### config.mk
export PLATFORM = sky130hd
export DESIGN_NAME = lif_spike_monitor_flat
export DESIGN_NICKNAME = d
export VERILOG_FILES = /design/src/rtl/lif_pkg.sv /design/src/rtl/lif_spike_monitor_if.sv /design/src/rtl/lif_event_fifo.sv /design/src/rtl/lif_spike_monitor.sv /design/src/flat_wrapper.sv
export SDC_FILE = /design/constraint.sdc
export NUM_CORES = 1
export LEC_CHECK = 0
export ABC_CLOCK_PERIOD_IN_PS = 3100
export BUFFER_PORTS_ARGS = -buffer_cell sky130_fd_sc_hd__buf_2
export CORE_AREA = 2 2 89 91
export CTS_CLUSTER_SIZE = 16
export DETAILED_ROUTE_END_ITERATION = 6
export DIE_AREA = 0 0 91 93
export RECOVER_POWER = 25
export SLEW_MARGIN = 20
export SYNTH_ARGS = -nofsm -noshare
export SYNTH_HDL_FRONTEND = slang
export SYNTH_SLANG_ARGS = --single-unit
### constraint.sdc
create_clock -name clk -period 3.1 [get_ports clk]
set_input_delay 0.155 -clock clk [delete_from_list [all_inputs] [get_ports clk]]
set_output_delay 0.155 -clock clk [all_outputs]
set_load 0.005 [all_outputs]
### src/rtl/lif_pkg.sv
// Shared constants for the LIF spike monitor: event-word layout, FSM encoding, default sizes.
package lif_pkg;

  localparam int TS_W_DEF       = 8;
  localparam int FIFO_DEPTH_DEF = 4;

  localparam int EVT_W         = 16;
  localparam int EVT_TS_MSB    = 15;
  localparam int EVT_TS_LSB    = 8;
  localparam int EVT_VMEM_MSB  = 7;
  localparam int EVT_VMEM_LSB  = 1;
  localparam int EVT_EPOCH_BIT = 0;

  typedef enum logic [0:0] {
    ST_IDLE = 1'b0,
    ST_RUN  = 1'b1
  } lif_state_e;

endpackage

### src/rtl/lif_spike_monitor_if.sv
// Event read port of the spike monitor: first-word-fall-through head with pop request.
interface lif_spike_monitor_if;
  logic        rd_en;
  logic        evt_valid;
  logic [15:0] evt_data;

  modport master (input rd_en, output evt_valid, output evt_data);
  modport slave  (output rd_en, input evt_valid, input evt_data);
endinterface

### src/rtl/lif_event_fifo.sv
// Event FIFO with same-cycle push/pop (also when full) and a synchronous clear that wins over both.
module lif_event_fifo #(
  parameter int DEPTH = 4,
  parameter int W     = 16,
  localparam int AW   = $clog2(DEPTH),
  localparam int CW   = AW + 1
) (
  input  logic          clk,
  input  logic          reset,
  input  logic          clear,
  input  logic          push,
  input  logic          pop,
  input  logic [W-1:0]  push_data,
  output logic [W-1:0]  head_data,
  output logic          full,
  output logic          empty,
  output logic [CW-1:0] count
);

  logic [W-1:0]  mem [DEPTH];
  logic [AW-1:0] wr_ptr;
  logic [AW-1:0] rd_ptr;
  logic          push_ok;
  logic          pop_ok;

  assign empty   = (count == '0);
  assign full    = (count == CW'(DEPTH));
  assign pop_ok  = pop && !clear && !empty;
  // When full, the write slot equals the slot being popped, so a coincident pop frees it.
  assign push_ok = push && !clear && (!full || pop_ok);
  assign head_data = mem[rd_ptr];

  always_ff @(posedge clk) begin
    if (push_ok) mem[wr_ptr] <= push_data;
  end

  always_ff @(posedge clk or negedge reset) begin
    if (!reset) begin
      wr_ptr <= '0;
      rd_ptr <= '0;
      count  <= '0;
    end else if (clear) begin
      wr_ptr <= '0;
      rd_ptr <= '0;
      count  <= '0;
    end else begin
      if (push_ok) wr_ptr <= wr_ptr + AW'(1);
      if (pop_ok)  rd_ptr <= rd_ptr + AW'(1);
      case ({push_ok, pop_ok})
        2'b10:   count <= count + CW'(1);
        2'b01:   count <= count - CW'(1);
        default: count <= count;
      endcase
    end
  end

endmodule

### src/rtl/lif_spike_monitor.sv
// Timestamps rising edges of a LIF neuron spike output and queues them as 16-bit events.
// Build option LIF_SPIKE_MON_VMEM_CAPTURE_EN stores the membrane potential snapshot in each event.
//
// state   | meaning
// IDLE    | waiting for enable && params_ready; timestamp held, no detection
// RUN     | timestamp counting, rising spike edges pushed as events
module lif_spike_monitor
  import lif_pkg::*;
#(
  parameter int TS_W       = TS_W_DEF,
  parameter int FIFO_DEPTH = FIFO_DEPTH_DEF
) (
  input  logic                clk,
  input  logic                reset,
  input  logic                enable,
  input  logic                params_ready,
  input  logic                spike_in,
  input  logic [6:0]          v_mem_in,
  input  logic                clear,
  lif_spike_monitor_if.master evt,
  output logic [2:0]          fifo_count,
  output logic [7:0]          spike_count,
  output logic                overflow
);

  localparam int CW = $clog2(FIFO_DEPTH) + 1;
`ifdef LIF_SPIKE_MON_VMEM_CAPTURE_EN
  localparam int STORE_W = EVT_W;
`else
  localparam int STORE_W = 9;
`endif

  lif_state_e         state;
  lif_state_e         state_nxt;
  logic               ts_load;
  logic               ts_inc;
  logic [TS_W-1:0]    ts;
  logic               epoch;
  logic               spike_d;
  logic               detect;
  logic [7:0]         ts_field;
  logic [STORE_W-1:0] push_word;
  logic [STORE_W-1:0] head_word;
  logic               fifo_full;
  logic               fifo_empty;
  logic [CW-1:0]      fifo_cnt;
  logic               pop_req;
  logic               drop;

  always_ff @(posedge clk or negedge reset) begin
    if (!reset) state <= ST_IDLE;
    else        state <= state_nxt;
  end

  always_comb begin
    state_nxt = state;
    ts_load   = 1'b0;
    ts_inc    = 1'b0;
    case (state)
      ST_IDLE: begin
        if (enable && params_ready) begin
          state_nxt = ST_RUN;
          ts_load   = 1'b1;
        end
      end
      ST_RUN: begin
        ts_inc = 1'b1;
        if (!enable || !params_ready) state_nxt = ST_IDLE;
      end
      default: state_nxt = ST_IDLE;
    endcase
  end

  always_ff @(posedge clk or negedge reset) begin
    if (!reset) begin
      ts    <= '0;
      epoch <= 1'b0;
    end else if (ts_load) begin
      ts    <= '0;
      epoch <= 1'b0;
    end else if (ts_inc) begin
      ts <= ts + TS_W'(1);
      if (ts == '1) epoch <= ~epoch;
    end
  end

  // Edge register samples every cycle so a spike already high on RUN entry is not counted.
  always_ff @(posedge clk or negedge reset) begin
    if (!reset) spike_d <= 1'b0;
    else        spike_d <= spike_in;
  end

  assign detect   = (state == ST_RUN) && spike_in && !spike_d;
  assign ts_field = 8'(ts);
  assign pop_req  = evt.rd_en && !fifo_empty;
  assign drop     = detect && fifo_full && !pop_req;

`ifdef LIF_SPIKE_MON_VMEM_CAPTURE_EN
  assign push_word    = {ts_field, v_mem_in, epoch};
  assign evt.evt_data = fifo_empty ? '0 : head_word;
`else
  logic vmem_unused;
  assign vmem_unused  = ^v_mem_in;
  assign push_word    = {ts_field, epoch};
  assign evt.evt_data = fifo_empty ? '0 : {head_word[8:1], 7'b0, head_word[0]};
`endif

  lif_event_fifo #(
    .DEPTH (FIFO_DEPTH),
    .W     (STORE_W)
  ) u_fifo (
    .clk       (clk),
    .reset     (reset),
    .clear     (clear),
    .push      (detect),
    .pop       (evt.rd_en),
    .push_data (push_word),
    .head_data (head_word),
    .full      (fifo_full),
    .empty     (fifo_empty),
    .count     (fifo_cnt)
  );

  assign evt.evt_valid = !fifo_empty;
  assign fifo_count    = 3'(fifo_cnt);

  always_ff @(posedge clk or negedge reset) begin
    if (!reset) begin
      spike_count <= 8'd0;
      overflow    <= 1'b0;
    end else if (clear) begin
      spike_count <= 8'd0;
      overflow    <= 1'b0;
    end else begin
      if (detect && spike_count != 8'hFF) spike_count <= spike_count + 8'd1;
      if (drop) overflow <= 1'b1;
    end
  end

endmodule
### src/flat_wrapper.sv
// flat-port wrapper written by rule: the top's interface ports become plain ports
module lif_spike_monitor_flat import lif_pkg::*;
#(
  parameter int TS_W       = TS_W_DEF,
  parameter int FIFO_DEPTH = FIFO_DEPTH_DEF
)
  (clk, reset, enable, params_ready, spike_in, v_mem_in, clear, fifo_count, spike_count, overflow, evt_rd_en, evt_evt_valid, evt_evt_data);
  lif_spike_monitor_if evt_i ();
  input  logic clk;
  input  logic reset;
  input  logic enable;
  input  logic params_ready;
  input  logic spike_in;
  input  logic [6:0] v_mem_in;
  input  logic clear;
  output logic [2:0] fifo_count;
  output logic [7:0] spike_count;
  output logic overflow;
  input wire logic [$bits(evt_i.rd_en)-1:0] evt_rd_en;
  output wire logic [$bits(evt_i.evt_valid)-1:0] evt_evt_valid;
  output wire logic [$bits(evt_i.evt_data)-1:0] evt_evt_data;
  assign evt_i.rd_en = evt_rd_en;
  assign evt_evt_valid = evt_i.evt_valid;
  assign evt_evt_data = evt_i.evt_data;
  lif_spike_monitor #(.TS_W(TS_W), .FIFO_DEPTH(FIFO_DEPTH)) u_core (.clk(clk), .reset(reset), .enable(enable), .params_ready(params_ready), .spike_in(spike_in), .v_mem_in(v_mem_in), .clear(clear), .evt(evt_i), .fifo_count(fifo_count), .spike_count(spike_count), .overflow(overflow));
endmodule
## After elaboration in Yosys (flattened, before gate mapping)

Memory sizes are Yosys's and may differ from the RTL's.
Index checks and enable logic that the tools add are counted.

| word-level totals | value |
|---|---|
| bits in writable memories | 36 |
| memories | 1 |
| output and inout bits | 29 |
| logic and storage cells | 75 |
| input port bits | 14 |
| bits in registers | 27 |

| cells by class | value |
|---|---|
| add/sub/neg operators | 6 |
| equal/unequal tests | 5 |
| reductions and logical operators | 29 |
| multiplexer cells | 23 |
| bitwise gates (word level) | 2 |

Memory list:

| name | depth | bits a word | rd ports | clocked after Yosys merged registers in | wr ports | line | source |
|---|---|---|---|---|---|---|---|
| u_core.u_fifo.mem | 4 | 9 | 1 | 0 | 1 | lif_event_fifo.sv:20 | `logic [W-1:0] mem [DEPTH];` |

Operators with widths:

| kind | number |
|---|---|
| $mux 8 | 4 |
| $add 8x1->8 const B | 2 |
| $mux 16 | 1 |
| $reduce_bool 2->1 | 6 |
| $logic_and 1x1->1 | 11 |
| $mux 1 | 11 |
| $eq 8x8->1 const B | 1 |
| $mux 2 | 4 |
| $ne 8x8->1 const B | 1 |
| $logic_not 1->1 | 7 |
| $pmux 3 s2 | 1 |
| $add 2x1->2 const B | 2 |
| $add 3x1->3 const B | 1 |
| $eq 3x3->1 const B | 1 |
| $logic_not 3->1 | 1 |
| $mux 3 | 1 |
| $reduce_bool 3->1 | 1 |
| $sub 3x1->3 const B | 1 |
| $eq 2x1->1 const B | 1 |
| $eq 2x2->1 const B | 1 |
| $logic_or 1x1->1 | 2 |
| $not 1->1 | 2 |
| $pmux 1 s2 | 1 |
| $reduce_and 2->1 | 1 |

## Longest topological paths before layout

| depth | value |
|---|---|
| word-level depth | 8 |
| mapped depth | 9 |
| gate-level depth less buffers | 7 |

## Cells and area by module

A second synthesis with hierarchy kept.

| unflattened totals | value |
|---|---|
| cell total of the unflattened synthesis | 231 |
| area total of the unflattened synthesis | 3027.9 um^2 |

By module, submodules not included:

| module | seq. area each (um^2) | cells an instance | times used | area each (um^2) |
|---|---|---|---|---|
| lif_event_fifo | 1256.2 | 111 | 1 | 1859.3 |
| lif_spike_monitor | 500.5 | 120 | 1 | 1168.6 |

## Worst setup path after synthesis

OpenSTA, ideal clock, no wires.

| timing path | value |
|---|---|
| kind | register -> register |
| start | register u_core.u_fifo.count[1] |
| end | register u_core.u_fifo.count[2] |
| data required time | 3.018 ns |
| path buffers | 1 |
| arrival time | 2.277 ns |
| period minus slack after synthesis | 2.359 ns |
| setup slack | 0.741 ns |
| cell stages (with the launch flop) | 9 |
| setup time | 0.082 ns |
| cell sequence | dfrtp_1 -> buf_2 -> o31ai_1 -> nor3_1 -> fa_1 -> or3b_2 -> o21ai_0 -> nand2_1 -> a31oi_1 |

| on the way | value |
|---|---|
| cells in the longest elaborated chain, start to end | 8 |
| elaborated cells between the ends (all ways) | 14 |
| classes of those cells | 2 x add/sub; 3 x eq/ne; 2 x mux; 7 x reduce/logical |

Ends and longest elaborated chain:

| what | line | source |
|---|---|---|
| start: declaration | lif_event_fifo.sv:17 | `output logic [CW-1:0] count` |
| start signal: assignment | lif_event_fifo.sv:50 | `2'b10: count <= count + CW'(1);` |
| start signal: assignment | lif_event_fifo.sv:51 | `2'b01: count <= count - CW'(1);` |
| start signal: assignment | lif_event_fifo.sv:52 | `default: count <= count;` |
| $logic_not 3->1 | lif_event_fifo.sv:26 | `assign empty = (count == '0);` |
| $logic_not 1->1 | lif_event_fifo.sv:28 | `assign pop_ok = pop && !clear && !empty;` |
| $logic_and 1x1->1 | lif_event_fifo.sv:28 |  |
| $logic_or 1x1->1 | lif_event_fifo.sv:30 | `assign push_ok = push && !clear && (!full \|\| pop_ok);` |
| $logic_and 1x1->1 | lif_event_fifo.sv:30 |  |
| $eq 2x1->1 / $eq 2x2->1 (equally long branches) | lif_event_fifo.sv:49 | `case ({push_ok, pop_ok})` |
| $pmux 3 s2 | lif_event_fifo.sv:49 |  |
| $mux 3 | lif_event_fifo.sv:42 | `end else if (clear) begin` |

Parallel ways exist; a longest one is shown, timed or not.
A chain may end at the register's enable or synchronous reset.

## Final worst setup path

Ends and elaborated chain as after synthesis.

==> results.json <==
{
  "startpoint": "u_core.u_fifo.count[1]",
  "gp_congestion": 0.7185,
  "vdd_drop_max_v": 0.0002277,
  "port_buffers": 28,
  "hold_start": "params_ready",
  "synth-edff-count": 36,
  "synthTopCellsByArea": "edfxtp_1, dfrtp_1, mux4_2, and2_1, mux2i_1",
  "maxSlewViolCount": 0,
  "p_per_area_nw_per_um2": 533.7,
  "core-area_um2": 7527,
  "fin_crit_sh_pct": 80.37,
  "dr_total_vias": 1799,
  "pin_count": 43,
  "period_needed_ns": 2.492,
  "area_growth_pct": 14.46,
  "cts_tree": "built",
  "syn_inst": 230,
  "grt-ovfl-total": 0,
  "pre_cts_ws_ns": 0.6317,
  "yosys.area.top_type": "edfxtp_1",
  "end_kind": "flop",
  "clock-root-buffer": "clkbuf_8",
  "async_flop_share_pct": 42.86,
  "dpl.hpwl_um": 3270,
  "antenna_cells": 0,
  "synth_area_um2": 2943,
  "synth_warnings": 0,
  "synthFlopType": "edfxtp_1",
  "die-area_um2": 8463,
  "fillers": 701,
  "track_usage_pct": 13.09,
  "cts-hold-fix-buffers": 2,
  "slew_headroom_pct": 56.74,
  "cts_resized": 0,
  "fp.dieH_um": 93,
  "hold_path_class": "in2reg",
  "cts.path.max_buffers": 2,
  "post_cts_buffers": 0,
  "hold_violations": 0,
  "regArea_um2": 1757,
  "std_cell_rows": 32,
  "clk_latency_ns": 0.33,
  "start_util_pct": 39.10,
  "critPathLaunchType": "flop",
  "cp.required_ns": 3.35,
  "drc": 0,
  "rsz0062_at_grt": "false",
  "avgSynthCellArea_um2": 12.79,
  "yosys_register_bits": 63,
  "status": "finished clean",
  "reg2reg_slack_ns": 0.61,
  "path_class": "reg2reg",
  "arrival_ns": 2.75,
  "routed_wl_um": 5053,
  "cts.sinks": 63,
  "setup_tns_ns": 0,
  "grt_pass1_wl_um": 8562,
  "reg2reg_from": "u_core.u_fifo.count[1]",
  "drive_gt1_share_pct": 20.75,
  "final_nets": 282,
  "power.leakage_nw": 1.323,
  "tightest_slew_ns": 0.6490,
  "drt_iter0_drc": 102,
  "synth.distinct_cells": 42,
  "finalSetupViolations": 0,
  "cts.clk_slew.worst_paths_ns": 0.07,
  "first_pass_iters": 4,
  "vias_per_cell": 4.902,
  "grt_pass1_vias": 1763,
  "cts.htree.levels": 3,
  "ys_seq_area_share_pct": 59.69,
  "maxCapViolCount": 0,
  "wire_per_inst_um": 13.77,
  "fin_worst_skew_ns": 0.005977,
  "die_x_um": 91,
  "multi_input_area_um2": 1072,
  "fin_ws_ns": 0.6084,
  "antenna_left": 0,
  "grt_max_degree": 28,
  "synth_top_area_share_pct": 36.73,
  "fmax_ghz": 0.4013,
  "cp_max_fo": 11,
  "antenna_found_initial": 0,
  "cts_buffers": 9
}
==> logic make-up after synthesis <==
family          Yosys count  synth area share [%]
simple gates             77                 13.86
xor+xnor                  7                 2.083
flops                    63                 59.69
fa+ha+maj                 7                 3.231
other cells               1                0.1274
compound gates           33                 6.761
buf+inv                  25                 4.634
mux                      17                 9.609
==> final timing paths <==
check	end	cells past startpoint
min in group asynchronous	u_core.spike_count[7]	2
max in group asynchronous	u_core.state	2
hold / removal	u_core.state	3
setup / recovery	u_core.u_fifo.count[2]	7
hold reg to reg	u_core.overflow	2
setup reg to reg	u_core.u_fifo.count[2]	7
==> report_power, final <==
group | switching, mW | internal [mW] | leakage, nW
Combinational | 0.0464 | 0.0355 | 0.524
Sequential | 0.0435 | 0.917 | 0.695
Clock | 0.309 | 0.446 | 0.103
==> area by class of cell <==
cell class	instances	area share [%]
Tap cell	102	3.789
Inverter	6	0.6686
Timing Repair Buffer	33	5.349
Sequential cell	63	52.15
Clock buffer	9	3.678
Clock inverter	6	2.526
Multi-Input combinational cell	148	31.84
==> metal layers <==
metal	share of wire [%]	GRT usage (%)	vias up	wire [um]
met5	0	0	-	0
met4	1.7	5.682	0	86
met3	3.3	3.546	7	167
met2	50	21.91	30	2529
met1	45	16.02	869	2268
li1	-	-	893	-
==> synthesized netlist by cell type (all sizes together), types with 2 or more instances <==
cell / number
edfxtp: 36
dfrtp: 27
nor2: 18
nand2: 14
and2: 13
buf: 13
a21oi: 12
mux4: 9
nand3: 9
mux2i: 8
o21ai: 7
clkbuf: 6
ha: 6
inv: 6
nor3: 5
nand4: 4
xnor2: 4
a31oi: 3
and3: 3
nor4b: 3
o31ai: 3
xor2: 3
nand3b: 2
o211ai: 2
==> stage by stage <==
stage / std cells / area, um^2 / util, % / hold WS, ns / power, mW
after floorplan: 236 / 2965 / - / -0.1406 / 1.029
after global placement: 350 / 3142 / 41.74 / 0.2180 / 1.057
after detailed placement: 350 / 3142 / 41.74 / 0.2178 / 1.060
after CTS: 367 / 3371 / 44.78 / 0.1549 / 1.820
after global routing: 367 / 3368 / 44.75 / 0.2031 / 1.877
final: 367 / 3368 / 44.75 / 0.1623 / 1.798
==> critical path, stage by stage, from the launching register on <==
cell	delay, ns
dfrtp_1	0.51
o31ai_1	0.47
nor3_1	0.12
fa_1	0.45
or3b_2	0.48
o21ai_0	0.15
nand2_1	0.07
a31oi_1	0.16
==> state kept, by name, summed over array words and instances, names as in the netlist <==
name	flops
u_core.u_fifo.wr_ptr	2
u_core.spike_d	1
u_core.ts	8
u_core.spike_count	8
u_core.u_fifo.count	3
u_core.u_fifo.mem	36
u_core.u_fifo.rd_ptr	2
u_core.overflow	1
u_core.epoch	1
u_core.state	1
==> layout by cell type (no fill, tap or decap), types with 4 or more instances in the layout <==
cell type / instances
nand2_1: 13
o21ai_0: 7
ha_1: 6
mux2i_1: 8
nand3_1: 9
conb_1: 7
nand4_1: 4
buf_2: 26
clkbuf_8: 9
dfrtp_1: 27
inv_1: 6
mux4_2: 9
xnor2_1: 4
nor3_1: 5
nor2_1: 18
and2_1: 13
edfxtp_1: 36
a21oi_1: 12
No activity file was read; power rests on OpenSTA's default activity.
